$ cat src/rtl/uart_tx_ctrl.sv
// UART transmit frame sequencer: accepts a byte, then drives start, LSB-first data,
// optional parity and stop bits, each held for PRESCALE clocks, with back-to-back chaining.
module uart_tx_ctrl #(
  parameter int DATA_WIDTH = 8,
  parameter int PRESCALE   = 1
) (
  input  logic                  clk_ctrl,
  input  logic                  reset_ctrl,
  input  logic [DATA_WIDTH-1:0] p_data_ctrl,
  input  logic                  data_valid_ctrl,
  input  logic                  par_en_ctrl,
  input  logic                  par_typ_ctrl,
  output logic                  tx_out_ctrl,
  output logic                  busy_ctrl,
  output logic                  ser_en_ctrl,
  output logic [1:0]            mux_sel_ctrl,
  output logic                  par_load_ctrl
);

  localparam int CNT_W = (PRESCALE > 1) ? $clog2(PRESCALE) : 1;
  localparam int IDX_W = (DATA_WIDTH > 1) ? $clog2(DATA_WIDTH) : 1;
  localparam logic [CNT_W-1:0] CNT_LAST = CNT_W'(PRESCALE - 1);
  localparam logic [IDX_W-1:0] IDX_LAST = IDX_W'(DATA_WIDTH - 1);

  localparam logic [1:0] MUX_START  = 2'b00;
  localparam logic [1:0] MUX_DATA   = 2'b01;
  localparam logic [1:0] MUX_PARITY = 2'b10;
  localparam logic [1:0] MUX_STOP   = 2'b11;

  typedef enum logic [2:0] {
    IDLE   = 3'd0,
    START  = 3'd1,
    DATA   = 3'd2,
    PARITY = 3'd3,
    STOP   = 3'd4
  } state_t;

  state_t                state, state_nx;
  logic [CNT_W-1:0]      cnt, cnt_nx;
  logic [IDX_W-1:0]      idx, idx_nx;
  logic [DATA_WIDTH-1:0] data_lat, data_nx;
  logic                  par_en_lat, par_en_nx;
  logic                  par_typ_lat, par_typ_nx;
  logic                  last_cyc;
  logic                  accept;

  logic                  tx_nx;
  logic                  busy_nx;
  logic                  ser_en_nx;
  logic [1:0]            mux_nx;

  // Even parity is the plain XOR of the payload; odd parity is its complement.
  function automatic logic parity_bit(input logic [DATA_WIDTH-1:0] d, input logic even);
    return even ? (^d) : (~^d);
  endfunction

  assign last_cyc = (cnt == CNT_LAST);
  assign accept   = data_valid_ctrl &&
                    ((state == IDLE) || ((state == STOP) && last_cyc));

  always_comb begin
    state_nx   = state;
    idx_nx     = idx;
    data_nx    = data_lat;
    par_en_nx  = par_en_lat;
    par_typ_nx = par_typ_lat;
    cnt_nx     = (state == IDLE || last_cyc) ? '0 : cnt + 1'b1;

    unique case (state)
      IDLE: begin
        if (accept) state_nx = START;
      end
      START: begin
        if (last_cyc) begin
          state_nx = DATA;
          idx_nx   = '0;
        end
      end
      DATA: begin
        if (last_cyc) begin
          if (idx == IDX_LAST) state_nx = par_en_lat ? PARITY : STOP;
          else                 idx_nx   = idx + 1'b1;
        end
      end
      PARITY: begin
        if (last_cyc) state_nx = STOP;
      end
      STOP: begin
        if (last_cyc) state_nx = accept ? START : IDLE;
      end
      default: state_nx = IDLE;
    endcase

    if (accept) begin
      data_nx    = p_data_ctrl;
      par_en_nx  = par_en_ctrl;
      par_typ_nx = par_typ_ctrl;
      cnt_nx     = '0;
    end
  end

  // Output decode works on the next state so the registered outputs line up with it.
  always_comb begin
    tx_nx     = 1'b1;
    busy_nx   = 1'b1;
    ser_en_nx = 1'b0;
    mux_nx    = MUX_STOP;
    unique case (state_nx)
      IDLE: begin
        busy_nx = 1'b0;
      end
      START: begin
        tx_nx  = 1'b0;
        mux_nx = MUX_START;
      end
      DATA: begin
        tx_nx     = data_nx[idx_nx];
        ser_en_nx = 1'b1;
        mux_nx    = MUX_DATA;
      end
      PARITY: begin
        tx_nx  = parity_bit(data_nx, par_typ_nx);
        mux_nx = MUX_PARITY;
      end
      STOP: begin
        mux_nx = MUX_STOP;
      end
      default: begin
        busy_nx = 1'b0;
      end
    endcase
  end

  always_ff @(posedge clk_ctrl or negedge reset_ctrl) begin
    if (!reset_ctrl) begin
      state         <= IDLE;
      cnt           <= '0;
      idx           <= '0;
      data_lat      <= '0;
      par_en_lat    <= 1'b0;
      par_typ_lat   <= 1'b0;
      tx_out_ctrl   <= 1'b1;
      busy_ctrl     <= 1'b0;
      ser_en_ctrl   <= 1'b0;
      mux_sel_ctrl  <= MUX_STOP;
      par_load_ctrl <= 1'b0;
    end else begin
      state         <= state_nx;
      cnt           <= cnt_nx;
      idx           <= idx_nx;
      data_lat      <= data_nx;
      par_en_lat    <= par_en_nx;
      par_typ_lat   <= par_typ_nx;
      tx_out_ctrl   <= tx_nx;
      busy_ctrl     <= busy_nx;
      ser_en_ctrl   <= ser_en_nx;
      mux_sel_ctrl  <= mux_nx;
      par_load_ctrl <= accept;
    end
  end

endmodule
$ cat config.mk
export PLATFORM = sky130hd
export DESIGN_NAME = uart_tx_ctrl
export DESIGN_NICKNAME = d
export VERILOG_FILES = /design/src/rtl/uart_tx_ctrl.sv
export SDC_FILE = /design/constraint.sdc
export NUM_CORES = 1
export LEC_CHECK = 0
export ABC_AREA = 1
export CAP_MARGIN = 20
export CORE_AREA = 2 2 40 79
export DETAILED_ROUTE_END_ITERATION = 6
export DIE_AREA = 0 0 42 81
export DONT_BUFFER_PORTS = 1
export HOLD_SLACK_MARGIN = 0.12
export PLACE_DENSITY = 0.72
export SLEW_MARGIN = 20
export SYNTH_ARGS = -nofsm -noshare
export SYNTH_HDL_FRONTEND = slang
export SYNTH_SLANG_ARGS = --single-unit
$ cat constraint.sdc
create_clock -name clk_ctrl -period 1.7 [get_ports clk_ctrl]
set_input_delay 0.085 -clock clk_ctrl [delete_from_list [all_inputs] [get_ports clk_ctrl]]
set_output_delay 0.085 -clock clk_ctrl [all_outputs]
set_load 0.1 [all_outputs]
==> results_dict.tcl, run 1 <==
set metrics [dict create \
    p_int_mw 2.26 \
    dp_slack_ns -0.183 \
    vias_per_cell 5.55 \
    syn-cell-area_mm2 0.00151 \
    area_delta_synth_final_pct 45.2 \
    hpwl_mm 2.46 \
    synth-seq-cells 23 \
    yosysMostFrequentCell "nand2_1" \
    worst_pin_slew_ns 0.516 \
    routedWlPerCell_um 16.1 \
    crit_path_start_kind "register" \
    antenna_found_initial 0 \
    skew_ns 0.00540 \
    period_minus_slack_ns 1.75 \
    regToRegSetupSlack_ns -0.05 \
    syn_nets 215 \
    synth-main-ff-cell "dfrtp_1" \
    max_freq_mhz 573 \
    wirelength_mm 4.50 \
    h-tree-depth 1 \
    p_sw_mw 2.42 \
    synth_area_leaders "dfrtp_1 (33%), nand2_1 (13%), nand3_1 (7.6%)" \
    violations "setup timing" \
    rows 28 \
    synth_common_cells "nand2_1 (53), inv_1 (29), nand3_1 (23), dfrtp_1 (20), nand2_2 (15)" \
    slew_headroom_pct 65.6 \
    leakagePower_nw 1.11 \
    syn_inst 201 \
    pwr-share-clk_pct 7.4 \
    die_w_um 42 \
    cts.path.max_buffers 2 \
    clock_latency_ns 0.28 \
    post-route-period-util_pct 103 \
    setup_ws_ns -0.0454 \
    vias 1555 \
    critical_path_class "reg -> reg" \
    cp_max_fo 6 \
    setup_viol 1 \
    fillers 182 \
    powerDensity_mw_per_mm2 2130 \
    overflow 0 \
    boundaryPins 19 \
    grt_pass1_vias 1411 \
    min_path_type "in -> reg" \
    numClockSinks 23 \
    slew_viol_final 0 \
    drive_above_1_share_pct 50.0 \
    cts_root_buf "clkbuf_8" \
    start_util_pct 53.2 \
    clkSlewWorstSetupHoldPaths_ns 0.07 \
    synth_seq_area_share_pct 38.4 \
    io_buffer_count 0 \
    coreArea_mm2 0.00284 \
    grt_setup_unrepaired "yes" \
    place_area_mm2 0.00163 \
    gp_congestion 0.925 \
    numCtsBuffers 3 \
    grtUsageTotal_pct 25.6 \
    cts_tree "yes" \
    synth_edf_count 0 \
    endpoint_kind "register" \
    grt_pass1_wl_mm 6.58 \
    netlist.area_leader.share_pct 33.1 \
    yosysUniqueCellTypes 28 \
    drtIter0Drc 50 \
    final_area_mm2 0.00219 \
    ant_nets 0 \
    whs_ns 0.139 \
    synthArstFlopShare_pct 100 \
    drcViolationCount 0 \
    power_frac_seq_pct 26.4 \
    worstPathArrival_ns 1.97 \
    dieArea_mm2 0.00340 \
    status "complete, but fails checks" \
    combinationalPowerShare_pct 66.3 \
    fin_util_pct 77.3 \
    peakVddDrop_mv 1.77 \
    hold_violations 0 \
    grt_max_degree 24 \
    crit_required_ns 1.92 \
    switching_share_pct 51.8 \
    tns_ns -0.0454 \
    synth_warnings 0 \
    max_cap_viol_count 0 \
    die_y_um 81 \
    synth_area_per_cell_um2 7.51 \
    antenna-diode-count 0 \
    nets 265 \
    synth_top_cell_by_area "dfrtp_1" \
    first_pass_iters 4 \
]
==> cell families after synthesis <==
| family | after synthesis | synth area share [%] |
|---|---|---|
| other cells | 1 | 0.248 |
| simple gates | 124 | 42.8 |
| flops | 23 | 38.4 |
| compound gates | 13 | 5.47 |
| buf+inv | 39 | 12.3 |
| fa+ha+maj | 1 | 0.828 |
==> placed cells by master (no fill, tap or decap), drive strengths merged <==
| master | n |
|---|---|
| nand3 | 26 |
| inv | 35 |
| a21oi | 4 |
| clkinv | 1 |
| nor2 | 12 |
| ha | 1 |
| dlygate4sd3 | 13 |
| dfstp | 3 |
| o2111ai | 1 |
| buf | 34 |
| nand2b | 1 |
| nand2 | 70 |
| dlymetal6s4s | 2 |
| clkbuf | 3 |
| dfrtp | 20 |
| a21boi | 1 |
| o21ai | 7 |
| conb | 1 |
| nand4 | 13 |
| or2 | 2 |
==> path summary, 6_finish.rpt <==
kind                                       start                endpoint  depth (start not counted)
setup / recovery              state[1]$_DFF_PN0_   tx_out_ctrl$_DFF_PN1_                         12
hold / removal                   data_valid_ctrl  par_en_lat$_DFFE_PN0N_                          4
setup reg to reg              state[1]$_DFF_PN0_   tx_out_ctrl$_DFF_PN1_                         12
hold reg to reg            data_lat[5]$_DFF_PN0_   data_lat[5]$_DFF_PN0_                          2
max in group asynchronous             reset_ctrl      state[2]$_DFF_PN0_                          2
min in group asynchronous             reset_ctrl   par_typ_lat$_DFF_PN0_                          2
==> critical path: stages, from the launching register on <==
cell     delay (ns)
dfrtp_1        0.41
nor2_4         0.16
nand3_4        0.16
buf_6          0.18
buf_6          0.12
o21ai_2        0.17
inv_2          0.06
nand4_4        0.10
buf_6          0.12
nand2_4        0.05
inv_2          0.05
nand3_1        0.06
nand2_1        0.06
==> state kept, by name, summed over array words and instances, names as in the netlist <==
signal / count
busy_ctrl: 1
cnt: 1
mux_sel_ctrl: 2
par_typ_lat: 1
state: 3
par_load_ctrl: 1
par_en_lat: 1
data_lat: 8
ser_en_ctrl: 1
idx: 3
tx_out_ctrl: 1
==> power groups by stage <==
stage / Sequential (mW) / Clock [mW] / Combinational, mW
after floorplan: 1.45 / 0 / 1.42
after global routing: 1.26 / 0.377 / 3.35
after CTS: 1.21 / 0.353 / 2.44
final: 1.23 / 0.344 / 3.10
after detailed placement: 1.21 / 0 / 2.13
after global placement: 1.21 / 0 / 2.10
==> layer usage <==
metal / GRT usage (%) / wire length, µm / vias up
met5: 0 / 0 / -
met4: 13.2 / 192 / 0
met3: 3.11 / 224 / 16
met2: 43.1 / 2480 / 67
met1: 31.8 / 1610 / 734
li1: - / - / 738
==> stage by stage <==
stage | std cells | power, mW
3_3_place_gp | 245 | 3.30
4_1_cts | 269 | 4.01
3_5_place_dp | 245 | 3.35
5_1_grt | 280 | 4.99
2_1_floorplan | 201 | 2.87
6_report | 280 | 4.68
==> final cells by class <==
class	count	area (µm²)	area share (%)
Timing Repair Buffer	49	447	20.4
Sequential cell	23	581	26.5
Clock buffer	3	41.3	1.88
Clock inverter	1	5.00	0.228
Inverter	35	131	5.99
Tap cell	30	37.5	1.71
Multi-Input combinational cell	139	951	43.4
==> timing repair <==
| action | in CTS | in global routing |
|---|---|---|
| endpoints found under the setup margin | 1 | 4 |
| hold endpoints to repair | 35 | 20 |
| gates resized for setup | 20 | 56 |
| hold buffers | 15 | 1 |
| setup buffers | 5 | 10 |
| pin swaps | 9 | 22 |
No activity file was read; power rests on OpenSTA's default activity.
==> run 2: changes to the inputs <==
CORE_AREA = 4 4 42 81   (was 2 2 40 79)
DIE_AREA = 0 0 46 85   (was 0 0 42 81)
==> results_dict.tcl, run 2 (same netlist as run 1, synthesis figures left out) <==
set metrics [dict create \
    status "complete, but fails checks" \
    violations "setup timing" \
    place_area_mm2 0.00168 \
    die_w_um 46 \
    use_met1_pct 27.2 \
    nets 271 \
    numCtsBuffers 3 \
    io_buffer_count 0 \
    cts.path.max_buffers 2 \
    antenna-diode-count 0 \
    hpwl_mm 3.00 \
    clkSlewWorstSetupHoldPaths_ns 0.09 \
    max_freq_mhz 551 \
    max_cap_viol_count 0 \
    slew_viol_final 0 \
    grt_pass1_wl_mm 7.73 \
    grt_max_degree 24 \
    worstPathArrival_ns 2.03 \
    instances_no_fill 285 \
    setup_viol 3 \
    endpoint_kind "register" \
    top_usage_layer "met2" \
    h-tree-depth 1 \
    final_cell_mix "nand2_1 (38), inv_1 (26), buf_4 (25)" \
    numClockSinks 23 \
    drcViolationCount 0 \
    area_delta_synth_final_pct 47.3 \
    setup_ws_ns -0.116 \
    grt_pass1_vias 1736 \
    ant_nets 0 \
    dieArea_mm2 0.00391 \
    slew_headroom_pct 63.5 \
    final_area_mm2 0.00222 \
    dpl.cell_count 251 \
    critical_path_class "reg -> reg" \
    period_minus_slack_ns 1.82 \
    powerDensity_mw_per_mm2 2190 \
    dp_slack_ns -0.0773 \
    cts_tree "yes" \
    routedWlPerCell_um 18.4 \
    vias_per_cell 6.06 \
    boundaryPins 19 \
    first_pass_iters 5 \
    cts_root_buf "clkbuf_8" \
    grtUsageTotal_pct 26.8 \
    clock_latency_ns 0.28 \
    start_util_pct 54.5 \
    gp_congestion 0.906 \
    cp_slowest_cell "dfrtp_2" \
    use_met2_pct 47.6 \
    drive_above_1_share_pct 42.6 \
    die_y_um 85 \
    drtIter0Drc 76 \
    min_path_type "in -> reg" \
    grt_setup_unrepaired "yes" \
    crit_path_start_kind "register" \
    post-route-period-util_pct 107 \
    coreArea_mm2 0.00277 \
    cp_max_fo 4 \
    wirelength_mm 5.25 \
    fin_util_pct 80.3 \
    critPathMaxStageDelay_ns 0.45 \
    tns_ns -0.146 \
    reg_top3 "data_lat: 8 flops, idx: 3 flops, state: 3 flops" \
    skew_ns 0.0121 \
    grt_util_met3_pct 2.55 \
    overflow 0 \
    largest_reg_flops 8 \
    crit_required_ns 1.91 \
    peakVddDrop_mv 1.57 \
    leakagePower_nw 1.13 \
    worst_pin_slew_ns 0.547 \
    rows 27 \
    final_common_cell "nand2_1" \
    vias 1726 \
    hold_violations 0 \
    cp_cell_sequence "nor2_4 -> buf_6 -> buf_4 -> nand3_4 -> nand2_4 -> nand2_4 -> inv_2 -> nand2_2 -> nand2_1 -> nand2_2 -> nand2_2 -> inv_1 -> nand2_1 -> nand3_1 -> nand2_1" \
    antenna_found_initial 0 \
    largest_register "data_lat" \
]
[run 2: changes by cell type in the layout (fill, tap and decap cells not counted), sizes merged]
cell	change
dlymetal6s4s	-1
buf	+1
nand3	+3
dlygate4sd3	+3
[run 2: path summary, 6_finish.rpt]
kind / cells past startpoint / slack [ns] / start / to
worst max-delay path: 15 / -0.12 / state[0]$_DFF_PN0_ / tx_out_ctrl$_DFF_PN1_
worst min-delay path: 4 / 0.16 / data_valid_ctrl / data_lat[0]$_DFF_PN0_
worst max register to register: 15 / -0.12 / state[0]$_DFF_PN0_ / tx_out_ctrl$_DFF_PN1_
worst min register to register: 2 / 0.52 / data_lat[1]$_DFF_PN0_ / data_lat[1]$_DFF_PN0_
max in group asynchronous: 2 / 0.97 / reset_ctrl / state[0]$_DFF_PN0_
min in group asynchronous: 2 / 0.32 / reset_ctrl / cnt$_DFF_PN0_
[run 2: cell type report]
class | instances | area (µm²)
clock buffer | 3 | 41.3
clock inverter | 1 | 5.00
fill | 173 | 546
inverter | 35 | 136
multi-input combinational | 142 | 947
sequential | 23 | 583
tap | 29 | 36.3
timing repair buffer | 52 | 475
[run 2: where the power goes]
| part | internal, mW | switching, mW |
|---|---|---|
| clock | 0.164 | 0.193 |
| combinational | 1.30 | 1.96 |
| sequential | 0.824 | 0.436 |
| total | 2.29 | 2.59 |
[run 2: routing by layer]
metal / vias up / routed length [µm]
met5: - / 0
met4: 0 / 400
met3: 47 / 294
met2: 130 / 2900
met1: 793 / 1650
li1: 756 / -
[run 2: what timing repair did]
item / in CTS / in global routing
hold buffers: 17 / 2
hold endpoints to repair: 34 / 23
pin swaps: 4 / 18
cloned: 1 / 2
endpoints found under the setup margin: 2 / 7
setup buffers: 4 / 5
gates resized for setup: 12 / 49
[run 2: metrics by stage]
step                      power (mW)  hold WS [ns]
after floorplan                 2.87        -0.211
after global placement          3.44        -0.210
after detailed placement        3.50        -0.210
after CTS                       4.12         0.131
after global routing            5.18         0.148
final                           4.88         0.156
[run 2: worst max-delay path, delay by kind of cell, from the launching register on]
kind | cells | cell delay [ns]
flops | 1 | 0.45
buf+inv | 4 | 0.37
simple gates | 11 | 0.92
==> run 3: changes to the inputs <==
CORE_AREA = 4 4 55 57   (was 4 4 42 81)
DIE_AREA = 0 0 59 61   (was 0 0 46 85)
PLACE_DENSITY = 0.75   (was 0.72)
SKIP_LAST_GASP = 1   (was unset)
clock period = 2.05 ns   (was 1.7 ns; I/O delays follow)
==> results_dict.tcl, run 3 (same netlist as run 1, synthesis figures left out) <==
set metrics [dict create \
    status "completed" \
    final_cell_mix "nand2_1 (53), inv_1 (29), nand3_1 (23)" \
    slew_viol_final 0 \
    period_minus_slack_ns 1.87 \
    min_path_type "in -> reg" \
    instances_no_fill 253 \
    crit_path_start "idx[0]$_DFF_PN0_" \
    gp_congestion 0.790 \
    coreArea_mm2 0.00248 \
    ant_nets 0 \
    critPathMostFrequentCell "nand2_1" \
    routedWlPerCell_um 12.5 \
    max_cap_viol_count 0 \
    cts.path.max_buffers 2 \
    endpoint_kind "register" \
    grtUsageTotal_pct 20.8 \
    setup_ws_ns 0.177 \
    grt_pass1_wl_mm 5.72 \
    numCtsBuffers 3 \
    pwr-share-clk_pct 7.2 \
    h-tree-depth 1 \
    crit_required_ns 2.31 \
    dieArea_mm2 0.00360 \
    power_frac_seq_pct 34.8 \
    min_to "par_load_ctrl$_DFF_PN0_" \
    drtIter0Drc 82 \
    grt_pass1_vias 1339 \
    r2r_cells 12 \
    first_pass_iters 4 \
    dp_slack_ns 0.204 \
    tns_ns 0 \
    vias 1362 \
    grt_max_degree 24 \
    slew_headroom_pct 66.1 \
    start_util_pct 61.0 \
    whs_path_depth 2 \
    switching_share_pct 54.1 \
    r2r-end "tx_out_ctrl$_DFF_PN1_" \
    setup_viol 0 \
    boundaryPins 19 \
    overflow 0 \
    antenna_found_initial 0 \
    cts_setup_buffers 0 \
    io_buffer_count 0 \
    drive_above_1_share_pct 21.5 \
    worst_pin_slew_ns 0.509 \
    wirelength_mm 3.17 \
    area_delta_synth_final_pct 14.3 \
    cts_tree "yes" \
    vias_per_cell 5.38 \
    critical_path_class "reg -> reg" \
    largest_register "data_lat" \
    hold_violations 0 \
    combinationalPowerShare_pct 58.0 \
    final_common_cell "nand2_1" \
    clkSlewWorstSetupHoldPaths_ns 0.13 \
    regToRegSetupSlack_ns 0.18 \
    p_sw_mw 1.60 \
    worstPathArrival_ns 2.14 \
    skew_ns 0.00796 \
    post-route-period-util_pct 91.4 \
    clock_latency_ns 0.31 \
    peakVddDrop_mv 1.49 \
    crit_path_start_kind "register" \
    antenna-diode-count 0 \
    cp_slowest_cell "dfrtp_2" \
    grt_setup_unrepaired "no" \
    cp_cell_sequence "ha_1 -> nand2_1 -> nand2_1 -> o21ai_1 -> nor2_1 -> nor2_1 -> nand3_1 -> nand3_1 -> nand3_1 -> nand2_1 -> inv_1 -> nand2_1" \
    numClockSinks 23 \
    p_int_mw 1.36 \
    powerDensity_mw_per_mm2 1710 \
    hp-start "data_valid_ctrl" \
    fin_util_pct 69.7 \
    cp_max_fo 6 \
    die_y_um 61 \
    dpl.cell_count 232 \
    drcViolationCount 0 \
    nets 238 \
    cts_root_buf "clkbuf_4" \
    leakagePower_nw 0.904 \
    reg_top3 "data_lat: 8 flops, idx: 3 flops, state: 3 flops" \
    largest_reg_flops 8 \
    critPathMaxStageDelay_ns 0.47 \
    rows 18 \
    r2r-start "idx[0]$_DFF_PN0_" \
    max_freq_mhz 534 \
    hpwl_mm 2.28 \
    power_mw 2.95 \
    die_w_um 59 \
]
## run 3: cell count changes in the layout (fill, tap and decap cells not counted), sizes merged
cell,before,now
buf,35,6
dlymetal6s4s,1,0
nand3,29,26
## run 3: layer usage
metal / vias to the layer above / global-route usage, % / wire [µm]
met3: 9 / 3.83 / 177
met2: 50 / 36.6 / 1610
met5: - / 0 / 0
met1: 622 / 25.0 / 1300
met4: 0 / 8.74 / 72
li1: 681 / - / -
## run 3: power groups by stage
stage,logic [mW],clock network (mW),registers (mW)
finish,1.71,0.214,1.03
global placement,1.56,0,1.02
floorplan,1.18,0,1.20
CTS,1.71,0.224,1.02
global route,1.93,0.245,1.06
detailed placement,1.59,0,1.03
## run 3: how the worst max path moves through the flow
stage | endpoint | cells past startpoint
finish | tx_out_ctrl$_DFF_PN1_ | 12
global route | tx_out_ctrl$_DFF_PN1_ | 12
CTS | busy_ctrl$_DFF_PN0_ | 9
detailed placement | busy_ctrl$_DFF_PN0_ | 9
global placement | busy_ctrl$_DFF_PN0_ | 9
floorplan | busy_ctrl$_DFF_PN0_ | 9
## run 3: worst max-delay path, delay by kind of cell, from the launching register on
kind / cells / cell delay [ns]
AOI/OAI and AO/OA: 1 / 0.22
adders and majority gates: 1 / 0.24
buffers and inverters: 1 / 0.03
DFF: 1 / 0.47
and+or+nand+nor: 9 / 0.85
## run 3: per-stage QoR
step	hold WS, ns	cell area [µm²]
after detailed placement	-0.192	1530
after floorplan	-0.193	1510
final	0.136	1730
after global routing	0.128	1730
after CTS	0.135	1720
after global placement	-0.192	1530
## run 3: repair_timing
item / 4_1_cts / 5_1_grt
hold endpoints to repair: 36 / 23
resized for setup: 0 / 2
hold buffers: 16 / 1
setup endpoints to repair: 0 / 2
## run 3: area by class of cell
class	count	area, µm²
clock buffers	3	22.5
clock inverters	1	5.00
fillers	189	751
inverters	35	131
multi-input cells	139	747
flip-flops and latches	23	581
well taps	30	37.5
repair buffers	22	203
